<file path="src/rtl/demux_reg.sv">
// demux_reg: registered 1-to-4 demultiplexer.
// One valid/ready input stream is steered by in_sel into one of four
// channels. Each channel has a one-entry holding register with its own
// handshake and a wrapping count of words delivered downstream.
module demux_reg #(
  parameter int WIDTH = 8,
  parameter int CNT_W = 8
) (
  input  logic             clk,
  input  logic             rst,        // asynchronous, active-low
  input  logic             in_valid,
  output logic             in_ready,
  input  logic [1:0]       in_sel,
  input  logic [WIDTH-1:0] in_data,
  output logic [3:0]       out_valid,
  input  logic [3:0]       out_ready,
  output logic [WIDTH-1:0] out0,
  output logic [WIDTH-1:0] out1,
  output logic [WIDTH-1:0] out2,
  output logic [WIDTH-1:0] out3,
  output logic [CNT_W-1:0] cnt0,
  output logic [CNT_W-1:0] cnt1,
  output logic [CNT_W-1:0] cnt2,
  output logic [CNT_W-1:0] cnt3
);

  // Per-channel state: valid flag (EMPTY/FULL), held word, delivered count.
  logic [3:0]       valid_q, valid_d;
  logic [WIDTH-1:0] data_q [4];
  logic [WIDTH-1:0] data_d [4];
  logic [CNT_W-1:0] cnt_q  [4];
  logic [CNT_W-1:0] cnt_d  [4];

  logic       accept;
  logic [3:0] deliver;

  // Input handshake: the addressed channel can take a word if it is empty
  // or is being drained this same cycle. No path from in_valid.
  always_comb begin
    in_ready = !valid_q[in_sel] | out_ready[in_sel];
    accept   = in_valid & in_ready;
    deliver  = valid_q & out_ready;
  end

  // Next-state for each channel: accept wins over deliver so a
  // simultaneous drain and fill keeps the channel FULL with no bubble.
  always_comb begin
    // NOTE: every variable gets a default first so no path leaves it
    // unassigned; otherwise synthesis infers a latch.
    valid_d = valid_q;
    for (int i = 0; i < 4; i++) begin
      data_d[i] = data_q[i];
      cnt_d[i]  = cnt_q[i];
      if (accept && (in_sel == 2'(i))) begin
        valid_d[i] = 1'b1;
        data_d[i]  = in_data;
      end else if (deliver[i]) begin
        // Data register keeps its stale value; only the flag drops.
        valid_d[i] = 1'b0;
      end
      if (deliver[i]) begin
        // Free-running wrap at 2^CNT_W, never saturates.
        cnt_d[i] = cnt_q[i] + CNT_W'(1);
      end
    end
  end

  // State register: asynchronous clear of flags, data and counters.
  always_ff @(posedge clk or negedge rst) begin
    if (!rst) begin
      valid_q <= '0;
      for (int i = 0; i < 4; i++) begin
        // NOTE: the data registers are reset too, not just the valid
        // flags, because the outputs must read zero during reset.
        data_q[i] <= '0;
        cnt_q[i]  <= '0;
      end
    end else begin
      // NOTE: non-blocking assignments so every register samples the
      // pre-edge values computed by the combinational block.
      valid_q <= valid_d;
      for (int i = 0; i < 4; i++) begin
        data_q[i] <= data_d[i];
        cnt_q[i]  <= cnt_d[i];
      end
    end
  end

  // Output mapping from the internal arrays to the flat channel ports.
  always_comb begin
    out_valid = valid_q;
    out0 = data_q[0];
    out1 = data_q[1];
    out2 = data_q[2];
    out3 = data_q[3];
    cnt0 = cnt_q[0];
    cnt1 = cnt_q[1];
    cnt2 = cnt_q[2];
    cnt3 = cnt_q[3];
  end

endmodule

</file>
<file path="config.mk">
export PLATFORM = sky130hd
export DESIGN_NAME = demux_reg
export DESIGN_NICKNAME = d
export VERILOG_FILES = /design/src/rtl/demux_reg.sv
export SDC_FILE = /design/constraint.sdc
export NUM_CORES = 1
export LEC_CHECK = 0
export CORE_UTILIZATION = 49
export DETAILED_ROUTE_END_ITERATION = 12
export PLACE_DENSITY = 0.83
export SYNTH_ARGS = -nofsm -noshare
export SYNTH_HDL_FRONTEND = slang
export SYNTH_SLANG_ARGS = --single-unit
</file>
<file path="constraint.sdc">
create_clock -name clk -period 3.3 [get_ports clk]
set_input_delay 0.33 -clock clk [delete_from_list [all_inputs] [get_ports clk]]
set_output_delay 0.33 -clock clk [all_outputs]
set_load 0.1 [all_outputs]
</file>
==> PnR_summary.wiki <==
{| class="wikitable"
! Metric !! Value
|-
| Number of vias per cell after detailed routing || approximately 5.1
|-
| Post-synthesis net count || between 200 and 250
|-
| Series of cell instances along the critical path || clkdlybuf4s50_1
|-
| Max Cap Violations || 0
|-
| Post-synthesis mux area share || around 16%
|-
| End point of the critical path || cnt0[2]
|-
| Largest fanout on the critical path || 6
|-
| Overall fraction of global-route tracks in use || 21.2%
|-
| CP required || around 3 ns
|-
| Die height || slightly below 80 um
|-
| Number of I/O port buffers || 85
|-
| Met1 global-route usage || about a quarter
|-
| Pin count of the biggest net entering global routing || 44
|-
| Number of global-route vias before repair || 1980
|-
| Register area || 1700 um2
|-
| Cells after Synth || roughly 200
|-
| Number of filler cells placed in the layout || approximately 390
|-
| Met3 Resource Use GR || 7.26%
|-
| Maximum clock rate || 0.442 GHz
|-
| Peak VDD IR || 0.000830 V
|-
| Total via count after detailed routing || approximately 1900
|-
| Yosys Warn Count || 0
|-
| Fraction of the mapped netlist area in adder cells || around 1.8%
|-
| Number of DRC violations after detailed-routing iteration 0 || 79
|-
| Die boundary width || 77.2 um
|-
| Compound-gate portion of the synthesized area || less than 1%
|-
| Ports || 86
|-
| RSZ-0062 raised after global routing || false
|-
| Cell depth of the worst min-delay path || 1
|-
| Number of enable-type register cells in the synthesized netlist || 0
|-
| Number of cells traversed by the worst register-to-register path || 3
|-
| Number of buffers and inverters on the critical path || 1
|-
| Cell area after technology mapping || roughly 2800 um2
|-
| Fraction of registers with async set or reset after synthesis || 100%
|-
| H-tree depth || 3
|-
| Kind of end point of the critical path || primary output
|-
| Synth Register Bits || 68
|-
| Area share of xor/xnor cells in the synthesized design || roughly 8.8%
|-
| Largest family of logic cells by synthesized area || multiplexers
|-
| Final Setup Violations || 0
|-
| Routed wirelength normalized by instance count || 15.3 um
|-
| Skew-Pair Late Insertion Delay || about 0.33 ns
|-
| Worst slew margin || ~31%
|-
| Total count of max-transition violations in the final report || 0
|-
| Setup TNS after final layout || 0 ns
|-
| Cts bufs inserted || 9
|-
| Startpoint of the most critical setup path || cnt0[2]
|-
| GRT overflow || 0
|-
| Portion of the clock cycle consumed by the worst path in the final layout || between 60% and 70%
|-
| Beginning of the worst register-to-register path || out_valid[3]
|-
| # clock sinks || 68
|-
| Detailed Place HPWL || 3950 um
|-
| TritonCTS clock tree || built
|-
| Clock Pin Slew Worst Setup and Hold Paths || around 0.07 ns
|-
| Worst Setup Path Type || reg -> out
|-
| Total design power || ~4.0 mW
|-
| Most used flip-flop cell after synthesis || sky130_fd_sc_hd__dfrtp_1
|-
| Met2 GRT Util || between 30% and 40%
|-
| Die Footprint || ~6000 um2
|-
| Maximum count of clock buffers along a single path || 2
|-
| Clock period minus worst slack || between 2 and 2.5 ns
|-
| Row Count || 27
|-
| Result of the run || finished, final reports clean
|-
| Startpoint class of the critical path || register
|-
| Fin nets || approximately 310
|-
| Data arrival at the endpoint of the critical path || between 1.5 and 2 ns
|-
| CTS Root Buffer Type || sky130_fd_sc_hd__clkbuf_8
|-
| Antenna-violating nets left || 0
|-
| Multi-input combinational cell area || approximately 1100 um2
|-
| Fraction of final layout cells with drive strength greater than 1 || about a fifth
|-
| Post-Synthesis Mean Instance Area || 14.1 um2
|-
| Transition time of the tightest slew-check pin || approximately 1 ns
|-
| RR Endpoint || out3[2]
|-
| Antenna diodes || 0
|-
| Category of cells accounting for the largest share of critical-path delay || buffers and inverters
|-
| Slowest-stage cell, CP || sky130_fd_sc_hd__clkdlybuf4s50_1
|-
| Starting Density || between 50% and 60%
|-
| Post-Route Skew || roughly 0.01 ns
|-
| GRT Max-Usage Layer || met2
|-
| DRC violations left || 0
|-
| Area of the placeable core || ~5500 um2
|-
| Synthesized-area fraction occupied by and/or/nand/nor cells || between 10% and 20%
|-
| DR pass1 iterations || 4
|-
| Stages on the worst setup path || 1
|-
| Routability Congestion || approximately 0.76
|-
| Yosys cell types || 25
|-
| Power density over the cells || a little over 1000 nW/um2
|-
| Sequential area share after synthesis || about three fifths
|-
| Final routed wirelength across all metal layers || around 5600 um
|-
| Antenna violations before repair || 0
|-
| Hold violation total from the final report || 0
|-
| Internal reg-to-reg setup slack || ~1.7 ns
|-
| Hold/Removal Path Class || reg -> reg
|-
| Static power due to leakage || around 1.7 nW
|-
| Crit-path max cell delay || 1.17 ns
|-
| Relative area change from synthesis to final layout || 40.6%
|-
| First-pass GRT wire length || between 9000 and 10000 um
|}
[how the worst min path moves through the flow]
stage	startpoint	endpoint	slack [ns]
finish	cnt3[7]	cnt3[7]	0.47
global route	cnt3[7]	cnt3[7]	0.49
CTS	cnt3[7]	cnt3[7]	0.48
detailed placement	rst	out2[2]	0.36
global placement	rst	out2[2]	0.35
floorplan	rst	cnt0[0]	0.03
[flip-flops by register name, indices dropped and copies added, names as in the netlist]
signal and cells:
out3 8, out2 8, out0 8, cnt0 8
out1 8, cnt1 8, cnt2 8, out_valid 4
cnt3 8
[metrics by stage]
stage	setup WS (ns)	cell area, um2	util, %	instances	hold WS [ns]
floorplan	0.890	2770	-	197	0.0344
global placement	1.10	3710	67.7	353	0.354
detailed placement	1.04	3710	67.7	353	0.363
global route	0.965	3900	71.3	369	0.490
finish	1.04	3900	71.3	369	0.467
CTS	1.01	3900	71.3	369	0.475
[kinds of logic after synthesis]
logic type,after synthesis
flip-flops,68
AND/OR/NAND/NOR,55
multiplexers,37
XOR/XNOR,28
adder cells (fa/ha/maj),4
buffers and inverters,3
AO/OA/AOI/OAI,2
[cells in the mapped netlist (2+ instances only)]
| cell | number | area [um2] |
|---|---|---|
| sky130_fd_sc_hd__nor3_1 | 2 | 10.0 |
| sky130_fd_sc_hd__dfrtp_1 | 68 | 1700 |
| sky130_fd_sc_hd__mux2_2 | 36 | 405 |
| sky130_fd_sc_hd__o21ai_0 | 2 | 10.0 |
| sky130_fd_sc_hd__and4_1 | 3 | 26.3 |
| sky130_fd_sc_hd__xnor2_1 | 22 | 193 |
| sky130_fd_sc_hd__nor2_1 | 4 | 15.0 |
| sky130_fd_sc_hd__nand2_1 | 18 | 67.6 |
| sky130_fd_sc_hd__nand3_1 | 4 | 20.0 |
| sky130_fd_sc_hd__nor3b_4 | 2 | 37.5 |
| sky130_fd_sc_hd__nand2b_1 | 4 | 25.0 |
| sky130_fd_sc_hd__nand4_1 | 8 | 50.1 |
| sky130_fd_sc_hd__and3_1 | 4 | 25.0 |
| sky130_fd_sc_hd__ha_1 | 4 | 50.1 |
| sky130_fd_sc_hd__xor2_1 | 6 | 52.6 |
[power breakdown]
| part | leakage (nW) | internal, mW | total, mW | switching (mW) |
|---|---|---|---|---|
| combinational | 0.723 | 0.493 | 2.13 | 1.63 |
| sequential | 0.845 | 1.02 | 1.21 | 0.184 |
| clock | 0.0935 | 0.366 | 0.652 | 0.286 |
[cell usage in the layout (no fill, tap or decap), drive strengths merged, types with 4 or more instances in the layout]
cell,instances
and3,4
nand3,4
nor2,4
clkbuf,13
nand2b,4
ha,4
nand2,20
xnor2,22
xor2,6
clkdlybuf4s50,83
dfrtp,68
mux2,36
nand4,8
[cell type report]
| cell class | count | area share [%] |
|---|---|---|
| clock buffer | 13 | 3.82 |
| tap | 72 | 2.31 |
| sequential | 68 | 43.6 |
| timing repair buffer | 87 | 22.1 |
| clock inverter | 2 | 0.898 |
| inverter | 1 | 0.0962 |
| multi-input combinational | 126 | 27.2 |
[per-layer routing]
metal | wire length, um | vias to the layer above
li1 | - | 872
met2 | 2620 | 62
met3 | 438 | 14
met5 | 0 | -
met4 | 162 | 0
met1 | 2430 | 940
[timing repair]
| item | in CTS | in global routing |
|---|---|---|
| resized for setup | 0 | 0 |
| hold buffers | 1 | 0 |
| endpoints found under the setup margin | 0 | 0 |
| endpoints found under the hold margin | 22 | 0 |
| buffers inserted | 0 | 0 |
(Power assumes the default switching activity.)
